<file path="src/rtl/mem_march_tester.sv">
// Register-array memory with a manual read/write port and a March C- self-test engine.
// Define MEM_MARCH_CHECKERBOARD_EN to add a second March C- pass over a checkerboard background.
module mem_march_tester #(
  parameter int ADDR_BITS = 5,
  parameter int DATA_BITS = 8
) (
  input  logic                 clk,
  input  logic                 rst_n,
  input  logic                 start,
  input  logic                 we,
  input  logic [ADDR_BITS-1:0] addr,
  input  logic [DATA_BITS-1:0] wdata,
  output logic [DATA_BITS-1:0] rdata,
  input  logic                 fault_en,
  input  logic [ADDR_BITS-1:0] fault_addr,
  output logic                 busy,
  output logic                 done,
  output logic                 pass,
  output logic [7:0]           err_count,
  output logic [ADDR_BITS-1:0] fail_addr,
  output logic [2:0]           fail_elem
);

  localparam int DEPTH = 2 ** ADDR_BITS;
`ifdef MEM_MARCH_CHECKERBOARD_EN
  localparam bit CB_EN = 1'b1;
`else
  localparam bit CB_EN = 1'b0;
`endif

  typedef enum logic {S_IDLE, S_RUN} state_e;

  state_e                 state_q, state_d;
  logic [2:0]             elem_q, elem_d;
  logic [ADDR_BITS-1:0]   baddr_q, baddr_d;
  logic                   phase_q, phase_d;
  logic                   pass2_q, pass2_d;
  logic                   done_q, done_d;
  logic                   pass_q, pass_d;
  logic [7:0]             err_q, err_d;
  logic [ADDR_BITS-1:0]   fail_addr_q, fail_addr_d;
  logic [2:0]             fail_elem_q, fail_elem_d;
  logic [DATA_BITS-1:0]   rdata_q;

  logic [DATA_BITS-1:0]   mem_q [DEPTH];
  logic                   mem_we;
  logic [ADDR_BITS-1:0]   mem_waddr, mem_raddr;
  logic [DATA_BITS-1:0]   mem_wdata, mem_wdata_f;

  logic [DATA_BITS-1:0]   bg, exp_data, wr_val;
  logic [2:0]             elem_nx;
  logic                   elem_down, last_addr, step, mismatch;

`ifdef MEM_MARCH_CHECKERBOARD_EN
  assign bg = pass2_q ? ({(DATA_BITS/2){2'b01}} ^ {DATA_BITS{baddr_q[0]}}) : '0;
`else
  assign bg = '0;
`endif

  // Elements 2 and 4 read "1"; elements 1 and 3 write "1"; all else is the background.
  assign exp_data  = (elem_q == 3'd2 || elem_q == 3'd4) ? ~bg : bg;
  assign wr_val    = (elem_q == 3'd1 || elem_q == 3'd3) ? ~bg : bg;
  assign elem_down = (elem_q == 3'd3 || elem_q == 3'd4);
  assign last_addr = elem_down ? (baddr_q == '0) : (baddr_q == '1);
  assign elem_nx   = elem_q + 3'd1;

  assign busy      = (state_q == S_RUN);
  assign mem_raddr = busy ? baddr_q : addr;

  always_comb begin
    state_d     = state_q;
    elem_d      = elem_q;
    baddr_d     = baddr_q;
    phase_d     = phase_q;
    pass2_d     = pass2_q;
    done_d      = done_q;
    pass_d      = pass_q;
    err_d       = err_q;
    fail_addr_d = fail_addr_q;
    fail_elem_d = fail_elem_q;
    mem_we      = 1'b0;
    mem_waddr   = addr;
    mem_wdata   = wdata;
    step        = 1'b0;
    mismatch    = 1'b0;
    case (state_q)
      S_IDLE: begin
        mem_we = we;
        if (start) begin
          state_d     = S_RUN;
          elem_d      = '0;
          baddr_d     = '0;
          phase_d     = 1'b0;
          pass2_d     = 1'b0;
          done_d      = 1'b0;
          pass_d      = 1'b0;
          err_d       = '0;
          fail_addr_d = '0;
          fail_elem_d = '0;
        end
      end
      S_RUN: begin
        mem_waddr = baddr_q;
        mem_wdata = wr_val;
        if (elem_q == 3'd0) begin
          mem_we = 1'b1;
          step   = 1'b1;
        end else if (!phase_q) begin
          phase_d = 1'b1;
        end else begin
          phase_d  = 1'b0;
          mem_we   = (elem_q != 3'd5);
          mismatch = (rdata_q != exp_data);
          step     = 1'b1;
        end
        if (mismatch) begin
          if (err_q != 8'hFF) err_d = err_q + 8'd1;
          if (err_q == 8'd0) begin
            fail_addr_d = baddr_q;
            fail_elem_d = elem_q;
          end
        end
        if (step) begin
          if (!last_addr) begin
            baddr_d = elem_down ? baddr_q - 1'b1 : baddr_q + 1'b1;
          end else if (elem_q != 3'd5) begin
            elem_d  = elem_nx;
            baddr_d = (elem_nx == 3'd3 || elem_nx == 3'd4) ? '1 : '0;
          end else if (CB_EN && !pass2_q) begin
            pass2_d = 1'b1;
            elem_d  = '0;
            baddr_d = '0;
          end else begin
            state_d = S_IDLE;
            done_d  = 1'b1;
            pass_d  = (err_d == 8'd0);
          end
        end
      end
      default: state_d = S_IDLE;
    endcase
  end

  always_comb begin
    mem_wdata_f = mem_wdata;
    if (fault_en && mem_waddr == fault_addr) mem_wdata_f[0] = 1'b0;
  end

  always_ff @(posedge clk) begin
    if (mem_we) mem_q[mem_waddr] <= mem_wdata_f;
  end

  always_ff @(posedge clk or negedge rst_n) begin
    if (!rst_n) begin
      state_q     <= S_IDLE;
      elem_q      <= '0;
      baddr_q     <= '0;
      phase_q     <= 1'b0;
      pass2_q     <= 1'b0;
      done_q      <= 1'b0;
      pass_q      <= 1'b0;
      err_q       <= '0;
      fail_addr_q <= '0;
      fail_elem_q <= '0;
      rdata_q     <= '0;
    end else begin
      state_q     <= state_d;
      elem_q      <= elem_d;
      baddr_q     <= baddr_d;
      phase_q     <= phase_d;
      pass2_q     <= pass2_d;
      done_q      <= done_d;
      pass_q      <= pass_d;
      err_q       <= err_d;
      fail_addr_q <= fail_addr_d;
      fail_elem_q <= fail_elem_d;
      rdata_q     <= mem_q[mem_raddr];
    end
  end

  assign rdata     = rdata_q;
  assign done      = done_q;
  assign pass      = pass_q;
  assign err_count = err_q;
  assign fail_addr = fail_addr_q;
  assign fail_elem = fail_elem_q;

endmodule
</file>
<file path="config.mk">
export PLATFORM = sky130hd
export DESIGN_NAME = mem_march_tester
export DESIGN_NICKNAME = d
export VERILOG_FILES = /design/src/rtl/mem_march_tester.sv
export SDC_FILE = /design/constraint.sdc
export NUM_CORES = 1
export LEC_CHECK = 0
export CAP_MARGIN = 25
export CORE_ASPECT_RATIO = 0.8
export CORE_MARGIN = 1
export CORE_UTILIZATION = 43
export CTS_BUF_LIST = sky130_fd_sc_hd__clkbuf_4 sky130_fd_sc_hd__clkbuf_8
export CTS_CLUSTER_SIZE = 10
export DETAILED_ROUTE_END_ITERATION = 12
export MAX_ROUTING_LAYER = met4
export PLACE_DENSITY = 0.59
export SLEW_MARGIN = 20
export SYNTH_ARGS = -nofsm -noshare
export SYNTH_HDL_FRONTEND = slang
export SYNTH_SLANG_ARGS = --single-unit
</file>
<file path="constraint.sdc">
create_clock -name clk -period 6.9 [get_ports clk]
set_input_delay 1.38 -clock clk [delete_from_list [all_inputs] [get_ports clk]]
set_output_delay 1.38 -clock clk [all_outputs]
set_load 0.01 [all_outputs]
</file>
Word level (Yosys, flattened, before mapping)
Memories as Yosys holds them, arrays and structs flattened. A register that Yosys moved wholly into a read port is not among the register bits.
Cells that the tools add are included.
{"block": "classes", "add_sub_neg": 4, "mul": 0, "n_div": 0, "order_cmp": 0, "n_eq_ne": 20, "shifts": 0, "n_mux": 57, "bitwise": 1, "n_reduce_logical": 15}
{"cell": "8-bit 2-to-1 mux", "count": 7}
{"cell": "5-bit 2-to-1 mux", "count": 9}
{"cell": "1-bit 2-to-1 mux", "count": 25}
{"cell": "5-bit one-hot mux with 2 select lines", "count": 2}
{"cell": "3-bit 2-to-1 mux", "count": 6}
{"cell": "8-bit logical NOT", "count": 2}
{"cell": "8-bit one-hot mux with 2 select lines", "count": 1}
{"cell": "3-bit one-hot mux with 2 select lines", "count": 2}
{"cell": "2-bit by 1-bit inequality test with 1-bit output, second input constant", "count": 5}
{"cell": "1-bit one-hot mux with 2 select lines", "count": 5}
{"cell": "3-bit by 2-bit == test with 1-bit output, second input constant", "count": 3}
{"cell": "8-bit by 1-bit adder with 8-bit output, second input constant", "count": 1}
{"cell": "8-bit inequality test", "count": 1}
{"cell": "8-bit inequality test, second input constant", "count": 1}
{"cell": "4-bit AND reduction", "count": 2}
{"cell": "3-bit == test, second input constant", "count": 2}
{"cell": "2-bit inequality test, second input constant", "count": 3}
{"cell": "3-bit AND reduction", "count": 2}
{"cell": "5-bit by 1-bit adder with 5-bit output, second input constant", "count": 1}
{"cell": "5-bit == test", "count": 1}
{"cell": "5-bit == test, second input constant", "count": 1}
{"cell": "5-bit logical NOT", "count": 1}
{"cell": "5-bit by 1-bit subtractor with 5-bit output, second input constant", "count": 1}
{"cell": "1-bit logical OR", "count": 4}
{"cell": "other kinds (9)", "count": 9}
{"block": "word_totals", "reg_bits": 28, "latchBits": 0, "mem_bits_rw": 256, "mem_bits_ro": 0, "inputBits": 23, "output_inout_bits": 27, "elab_cells": 107, "n_memories": 1}
{"name": "mem_q", "depth": 32, "width": 8, "rd": 1, "rd_ports_with_merged_regs": 1, "write_ports": 1, "line": "45", "text": "logic [DATA_BITS-1:0] mem_q [DEPTH];"}

Logic depth before layout (Yosys ltp)
Gate-level depths: netlist (run 1).
{"block": "depth", "depth_word": 14, "depth_mapped": 11, "mapped_depth_nobuf": 11}

Least setup slack after synthesis (run 1)
OpenSTA, ideal clock, no wires.
{"block": "synth_path", "path_kind": "input to register", "start": "in addr[1]", "end": "mem mem_q[0][0] (data pin)", "setup_time_ns": 0.396, "arrival_ns": 3.066, "required_time_ns": 6.504, "slack_ns": 3.438, "path_stages": 5, "n_path_buf": 1, "cell_sequence": "mux2i_1 buf_2 xnor2_1 nor4_1 a32oi_1"}
{"block": "synth_between", "elab_chain_cells": 4}
{"item": "start, declared", "line": "11", "text": "input logic [ADDR_BITS-1:0] addr,"}
{"item": "5-bit 2-to-1 mux", "line": "86", "text": "case (state_q)"}
{"item": "5-bit == test", "line": "146", "text": "if (fault_en && mem_waddr == fault_addr) mem_wdata_f[0] = 1'b0;"}
{"item": "1-bit logical AND", "line": "146"}
{"item": "1-bit 2-to-1 mux", "line": "146"}
{"item": "net mem_wdata_f[0]", "line": "48", "text": "logic [DATA_BITS-1:0] mem_wdata, mem_wdata_f;"}
{"item": "end, declared", "line": "45"}
The timed path passes the listed nets, and every way through them passes these cells.

Worst setup path in the final report (run 1)
{"block": "layout_path", "start": "reg state_q, in the netlist busy", "end": "mem mem_q[28][7] (enable)"}
{"block": "layout_between", "elab_chain_cells": 4, "elab_cells_between_ends": 5, "classes_between": "mux: 4; bitwise: 1"}
{"item": "start, declared", "line": "33", "text": "state_e state_q, state_d;"}
{"item": "start signal, assigned", "line": "167", "text": "state_q <= state_d;"}
{"item": "1-bit inverter"}
{"item": "1-bit one-hot mux with 2 select lines", "line": "86"}
{"item": "1-bit 2-to-1 mux", "line": "150", "text": "if (mem_we) mem_q[mem_waddr] <= mem_wdata_f;"}
{"item": "1-bit 2-to-1 mux (not written as such)", "line": "150"}
Several ways; a longest one is shown, not always the timed one.

==> impl_metrics.py, run 1 <==
metrics = {
    "placement": {
        "place.gp.congestion": 0.843,
        "portBuffers": 49,
        "place_ws_ns": 2.35,
        "hpwlAfterDp_um": 20100,
        "placed_area_sq_mm": 0.0130,
    },
    "floorplan": {
        "initial_core_util": 0.440,
        "core-area_sq_mm": 0.0274,
        "rows": 54,
        "dieArea_sq_mm": 0.0287,
        "fp.dieH_um": 152,
        "die_x_um": 189,
        "ioPinCount": 50,
    },
    "drt": {
        "firstDrtPassIters": 5,
        "totalWireLength_um": 30700,
        "drc": 0,
        "avgRoutedWirePerCell_um": 26.1,
        "via_count": 6929,
        "ant_nets": 0,
        "drt_iter0_markers": 880,
        "viasPerCell": 5.89,
    },
    "grt": {
        "grt_max_degree": 49,
        "grt_pass1_wl_um": 45300,
        "grt_pass1_vias": 6831,
        "track_usage": 0.229,
        "grt_antenna_before_repair": 1,
        "overflow": 0,
    },
    "cells_and_area": {
        "area.growth.synth_to_final_pct": 16.5,
        "fin_nets": 811,
        "multiInputGateArea_sq_mm": 0.00334,
        "fillCellCount": 2266,
        "fin_area_sq_mm": 0.0140,
        "seq_area_sq_mm": 0.00859,
        "drive_gt1_frac": 0.209,
    },
    "critical_path": {
        "crit_family": "simple AND/OR/NAND/NOR gates",
        "crit_chain": "buf_4 > mux2i_4 > nand3_1 > nor2_1",
        "crit_path_end_kind": "register",
        "slowest_stage": "nor2_1",
        "crit_type": "reg2reg",
        "start_kind": "register",
        "crit_arrival_ns": 4.10,
        "slowest_delay_ns": 0.95,
        "critPathBufInv": 1,
        "cp_max_fo": 25,
        "worst_ep_required_time_ns": 7.10,
    },
    "yosys": {
        "syn_nets": 728,
        "synth_ff_type": "edfxtp_1",
        "yosys.area.top_type": "edfxtp_1",
        "netlist_area_sq_mm": 0.0120,
        "synth_cell_type_count": 56,
        "synth-seq-cells": 292,
        "synth_sequential_area_ratio": 0.714,
        "yosysTopAreaCellShare": 0.639,
        "ys_top_cells_by_area": "edfxtp_1 (64%), mux4_2 (12%), dfrtp_1 (7.5%)",
        "ys_warn_count": 0,
        "async_flop_share": 0.123,
        "syn_avg_cell_area_sq_um": 17.3,
        "synth_edf_count": 256,
        "netlist_instances": 694,
    },
    "timing": {
        "tightest_slew_ns": 0.976,
        "rsz0062_at_grt": "false",
        "final-setup-viol-count": 0,
        "final_hold_viol_count": 0,
        "fin_skew_ns": 0.0282,
        "maxSlewViolCount": 0,
        "setup-tns-final_ns": 0,
        "fin_hold_ws_ns": 0.536,
        "clock.fmax_mhz": 256,
        "slew_headroom": 0.347,
        "min_period_ns": 3.90,
        "layout_setup_ws_ns": 3.00,
        "period_share": 0.566,
    },
    "outcome": {
        "status": "completed",
    },
    "clock_network": {
        "tritoncts": "yes",
        "cts_resized": 0,
        "post_cts_buffers": 0,
        "cts.hold.buffers_added": 0,
        "clkTransAtPathRegs_ns": 0.06,
        "htreeDepth": 2,
        "cts_made_buffers": 44,
        "clock_latency_ns": 0.59,
        "clock-root-buffer": "clkbuf_8",
        "clockBufferDepth": 3,
        "clock_sinks": 292,
    },
    "pwr": {
        "p_leak_nw": 4.74,
        "ir_worst_vdd_v": 0.000221,
        "power_density_mw_per_mm2": 408,
        "p_total_mw": 5.72,
    },
    "run": {
        "drv_cap": 0,
    },
    "worst_hold_path": {
        "hold_class": "reg2reg",
    },
}
-- layer usage --
metal | GRT usage | share of wire | vias to the layer above
met5 | - | 0 | -
met2 | 0.312 | 0.43 | 350
li1 | - | - | 2972
met1 | 0.333 | 0.44 | 3554
met3 | 0.0723 | 0.11 | 53
met4 | 0.0565 | 0.019 | 0
-- placed cells by master, fill, tap and decap left out, types with 3 or more instances in the layout --
cell | Yosys | routed
xnor2_1 | 9 | 9
nor2b_1 | 4 | 4
clkinv_2 | 0 | 7
o22ai_1 | 4 | 4
mux2i_1 | 7 | 5
buf_4 | 3 | 11
clkbuf_4 | 0 | 14
a22oi_1 | 32 | 32
inv_1 | 17 | 17
nand2_1 | 43 | 43
nor2_1 | 53 | 53
clkbuf_8 | 0 | 45
buf_16 | 0 | 3
and4_1 | 4 | 4
nor4_1 | 4 | 4
o21a_1 | 3 | 3
clkdlybuf4s50_1 | 0 | 48
ha_1 | 10 | 10
clkinv_1 | 0 | 10
edfxtp_1 | 256 | 256
a21o_1 | 4 | 4
o21ai_0 | 33 | 26
dfrtp_1 | 36 | 35
nand4_1 | 11 | 11
a22o_1 | 3 | 3
a21oi_1 | 14 | 14
mux4_2 | 64 | 64
and3_1 | 3 | 3
nand3_1 | 12 | 12
o21ai_4 | 0 | 7
and2_1 | 3 | 3
-- metrics by stage --
step | instances | util
floorplan | 694 | -
global placement | 1091 | 0.476
detailed placement | 1091 | 0.476
CTS | 1172 | 0.508
global route | 1177 | 0.512
finish | 1177 | 0.512
-- kinds of logic after synthesis --
group,share of synthesized area
xor gates and xnor gates,0.00728
and+or+nand+nor,0.0579
muxes,0.129
adders and majority gates,0.0121
buffers and inverters,0.0180
DFF,0.714
AOI/OAI and AO/OA,0.0623
-- synth_stat cells, types with 2 or more instances --
| master | number |
|---|---|
| a21o_1 | 4 |
| a21oi_1 | 14 |
| a22o_1 | 3 |
| a22oi_1 | 32 |
| a31oi_1 | 2 |
| a32oi_1 | 2 |
| a41oi_1 | 2 |
| and2_1 | 3 |
| and3_1 | 3 |
| and4_1 | 4 |
| and4b_1 | 2 |
| buf_2 | 11 |
| buf_4 | 3 |
| buf_6 | 3 |
| clkbuf_1 | 9 |
| dfrtp_1 | 36 |
| edfxtp_1 | 256 |
| ha_1 | 10 |
| inv_1 | 17 |
| mux2_2 | 2 |
| mux2i_1 | 7 |
| mux4_2 | 64 |
| nand2_1 | 43 |
| nand3_1 | 12 |
| nand3b_1 | 2 |
| nand4_1 | 11 |
| nor2_1 | 53 |
| nor2b_1 | 4 |
| nor3_1 | 2 |
| nor3b_1 | 2 |
| nor4_1 | 4 |
| o211ai_1 | 2 |
| o21a_1 | 3 |
| o21ai_0 | 33 |
| o22ai_1 | 4 |
| o31ai_1 | 2 |
| xnor2_1 | 9 |
-- layout make-up --
| type | count | share of cell area |
|---|---|---|
| antenna | 1 | 0.000179 |
| clock buffer | 59 | 0.0517 |
| clock inverter | 22 | 0.0118 |
| inverter | 18 | 0.00482 |
| multi-input combinational | 357 | 0.238 |
| sequential | 292 | 0.613 |
| tap | 364 | 0.0325 |
| timing repair buffer | 64 | 0.0479 |
-- state kept, by name, indices dropped and copies added (netlist names) --
name / flops
busy: 1
err_count: 8
done: 1
fail_elem: 3
mem_q: 256
pass: 1
fail_addr: 5
phase_q: 1
baddr_q: 5
elem_q: 3
rdata: 8
-- power by group --
group | switching (mW) | internal [mW]
clock | 0.668 | 0.765
combinational | 1.09 | 0.818
sequential | 0.192 | 2.19
total | 1.95 | 3.77
-- path summary, 6_finish.rpt --
path	from	endpoint	slack, ns	depth (start not counted)
worst max-delay path	busy	mem_q[28][7]	3.00	4
worst min-delay path	fail_elem[2]	fail_elem[2]	0.54	2
worst max register to register	busy	mem_q[28][7]	3.00	4
worst min register to register	fail_elem[2]	fail_elem[2]	0.54	2
max in group asynchronous	rst_n	rdata[2]	5.74	2
min in group asynchronous	rst_n	baddr_q[0]	0.68	1
-- worst reg2reg max path, delay by kind of cell (launching register included) --
family                 cells  cell delay, ns
muxes                      1            0.77
DFF                        1            0.62
and+or+nand+nor            2            1.63
buffers and inverters      1            0.49
Note: power is estimated with default switching activity, not from simulation.
==> inputs of run 2 (changes only) <==
--- a/config.mk
+++ b/config.mk
@@ -13,7 +13,7 @@
 export CTS_CLUSTER_SIZE = 10
 export DETAILED_ROUTE_END_ITERATION = 12
 export MAX_ROUTING_LAYER = met4
-export PLACE_DENSITY = 0.59
+export PLACE_DENSITY = 0.61
 export SLEW_MARGIN = 20
 export SYNTH_ARGS = -nofsm -noshare
 export SYNTH_HDL_FRONTEND = slang
==> constraint.sdc (replaced) <==
create_clock -name clk -period 3.3 [get_ports clk]
set_input_delay 0.66 -clock clk [delete_from_list [all_inputs] [get_ports clk]]
set_output_delay 0.66 -clock clk [all_outputs]
set_load 0.01 [all_outputs]
==> run 2 against run 1 <==
Global-route usage shrank 1.5 points. Critical path type is now reg2out. Largest cell class unchanged. Sequential power grew 110%. Design area grew 2.2%. Sequential share of layout area shrank 1.3 points. Non-clock buffer count grew 39.
==> impl_metrics.py, run 2 (synthesis results as in run 1) <==
metrics = {
    "timing": {
        "fin_hold_ws_ns": 0.493,
        "layout_setup_ws_ns": 0.337,
        "rsz0062_at_grt": "false",
        "slew_headroom": 0.345,
        "clock.fmax_mhz": 338,
        "setup-tns-final_ns": 0,
        "maxSlewViolCount": 0,
        "min_period_ns": 2.96,
        "final-setup-viol-count": 0,
        "period_share": 0.898,
        "tightest_slew_ns": 0.978,
        "final_hold_viol_count": 0,
        "fin_skew_ns": 0.0179,
    },
    "grt": {
        "grt_antenna_before_repair": 0,
        "track_usage": 0.214,
        "grt_pass1_vias": 6972,
        "overflow": 0,
        "grt_pass1_wl_um": 43400,
        "grt_max_degree": 45,
    },
    "pwr": {
        "ir_worst_vdd_v": 0.000382,
        "p_total_mw": 12.0,
        "p_leak_nw": 4.97,
        "power_density_mw_per_mm2": 841,
    },
    "drt": {
        "via_count": 6906,
        "firstDrtPassIters": 5,
        "viasPerCell": 5.69,
        "avgRoutedWirePerCell_um": 23.9,
        "drt_iter0_markers": 618,
        "drc": 0,
        "totalWireLength_um": 29100,
        "ant_nets": 0,
    },
    "floorplan": {
        "dieArea_sq_mm": 0.0287,
        "die_x_um": 189,
        "initial_core_util": 0.440,
        "ioPinCount": 50,
        "fp.dieH_um": 152,
        "core-area_sq_mm": 0.0274,
        "rows": 54,
    },
    "clock_network": {
        "htreeDepth": 2,
        "tritoncts": "yes",
        "clockBufferDepth": 3,
        "clock_latency_ns": 0.56,
        "cts_resized": 0,
        "clock-root-buffer": "clkbuf_8",
        "clkTransAtPathRegs_ns": 0.06,
        "cts_made_buffers": 44,
        "clock_sinks": 292,
    },
    "cells_and_area": {
        "fin_cells": 1214,
        "multiInputGateArea_sq_mm": 0.00330,
        "final_core_util": 0.523,
        "largest_reg_flops": 256,
        "top_register": "mem_q",
        "fin_area_sq_mm": 0.0143,
        "area.growth.synth_to_final_pct": 19.0,
        "fin_nets": 850,
        "seq_area_sq_mm": 0.00859,
        "mostFrequentLayoutCell": "edfxtp_1",
        "antennaDiodeCount": 0,
        "drive_gt1_frac": 0.252,
        "fillCellCount": 2214,
        "layout_common_cells": "edfxtp_1 (256), mux4_2 (64), nor2_1 (53), clkbuf_8 (49), clkdlybuf4s50_1 (48)",
    },
    "critical_path": {
        "startpoint": "busy",
        "reg2reg_depth": 6,
        "start_kind": "register",
        "cp_max_fo": 22,
        "crit_path_end_kind": "output port",
        "crit_type": "reg2out",
        "worst_ep_required_time_ns": 2.64,
        "r2r_start": "busy",
        "crit_arrival_ns": 2.30,
    },
    "run": {
        "drv_cap": 0,
    },
    "placement": {
        "portBuffers": 49,
        "place_ws_ns": 0.129,
        "place.gp.congestion": 0.889,
        "placed_area_sq_mm": 0.0133,
        "place_inst": 1131,
        "hpwlAfterDp_um": 19100,
    },
    "worst_hold_path": {
        "hold_class": "in2async",
    },
    "outcome": {
        "status": "completed",
    },
}
## run 2: changes by cell type in the layout (fill, tap and decap cells not counted), moves of 2 or more
| cell | change |
|---|---|
| buf_4 | +35 |
| clkinv_1 | -7 |
| clkbuf_4 | +6 |
| buf_12 | +5 |
| o21ai_2 | +5 |
| o21ai_4 | -5 |
| clkbuf_8 | +4 |
| buf_16 | -2 |
| clkinv_2 | -2 |
## run 2: path summary, 6_finish.rpt
kind | endpoint | slack, ns
max | busy | 0.34
min | baddr_q[4] | 0.49
max reg2reg | rdata[5] | 0.49
min reg2reg | fail_elem[0] | 0.54
max in group asynchronous | busy | 2.35
min in group clk | fail_elem[0] | 0.54
## run 2: layout make-up
| cell class | count | share of cell area |
|---|---|---|
| clock inverter | 11 | 0.00655 |
| multi-input combinational | 357 | 0.230 |
| inverter | 18 | 0.00472 |
| timing repair buffer | 103 | 0.0690 |
| sequential | 292 | 0.600 |
| tap | 364 | 0.0318 |
| clock buffer | 69 | 0.0576 |
## run 2: power breakdown
part / total (mW) / switching (mW) / internal [mW]
combinational: 4.08 / 2.26 / 1.81
clock: 3.04 / 1.37 / 1.68
sequential: 4.93 / 0.363 / 4.57
## run 2: repair_timing
action | in CTS | in global routing
hold buffers | 0 | 1
endpoints found under the setup margin | 0 | 0
setup buffers | 0 | 0
endpoints found under the hold margin | 0 | 7
## run 2: critical path, stage by stage (launching register included)
cell and delay, ns:
dfrtp_2 0.56, buf_4 0.27, buf_4 0.32, clkdlybuf4s50_1 0.60
## run 2: per-layer routing
| metal | GRT usage | part of all wire | vias up | wire length [um] |
|---|---|---|---|---|
| li1 | - | - | 3046 | - |
| met5 | - | 0 | - | 0 |
| met2 | 0.324 | 0.47 | 252 | 13700 |
| met4 | 0.0641 | 0.021 | 0 | 603 |
| met1 | 0.297 | 0.44 | 3559 | 12800 |
| met3 | 0.0421 | 0.066 | 49 | 1930 |
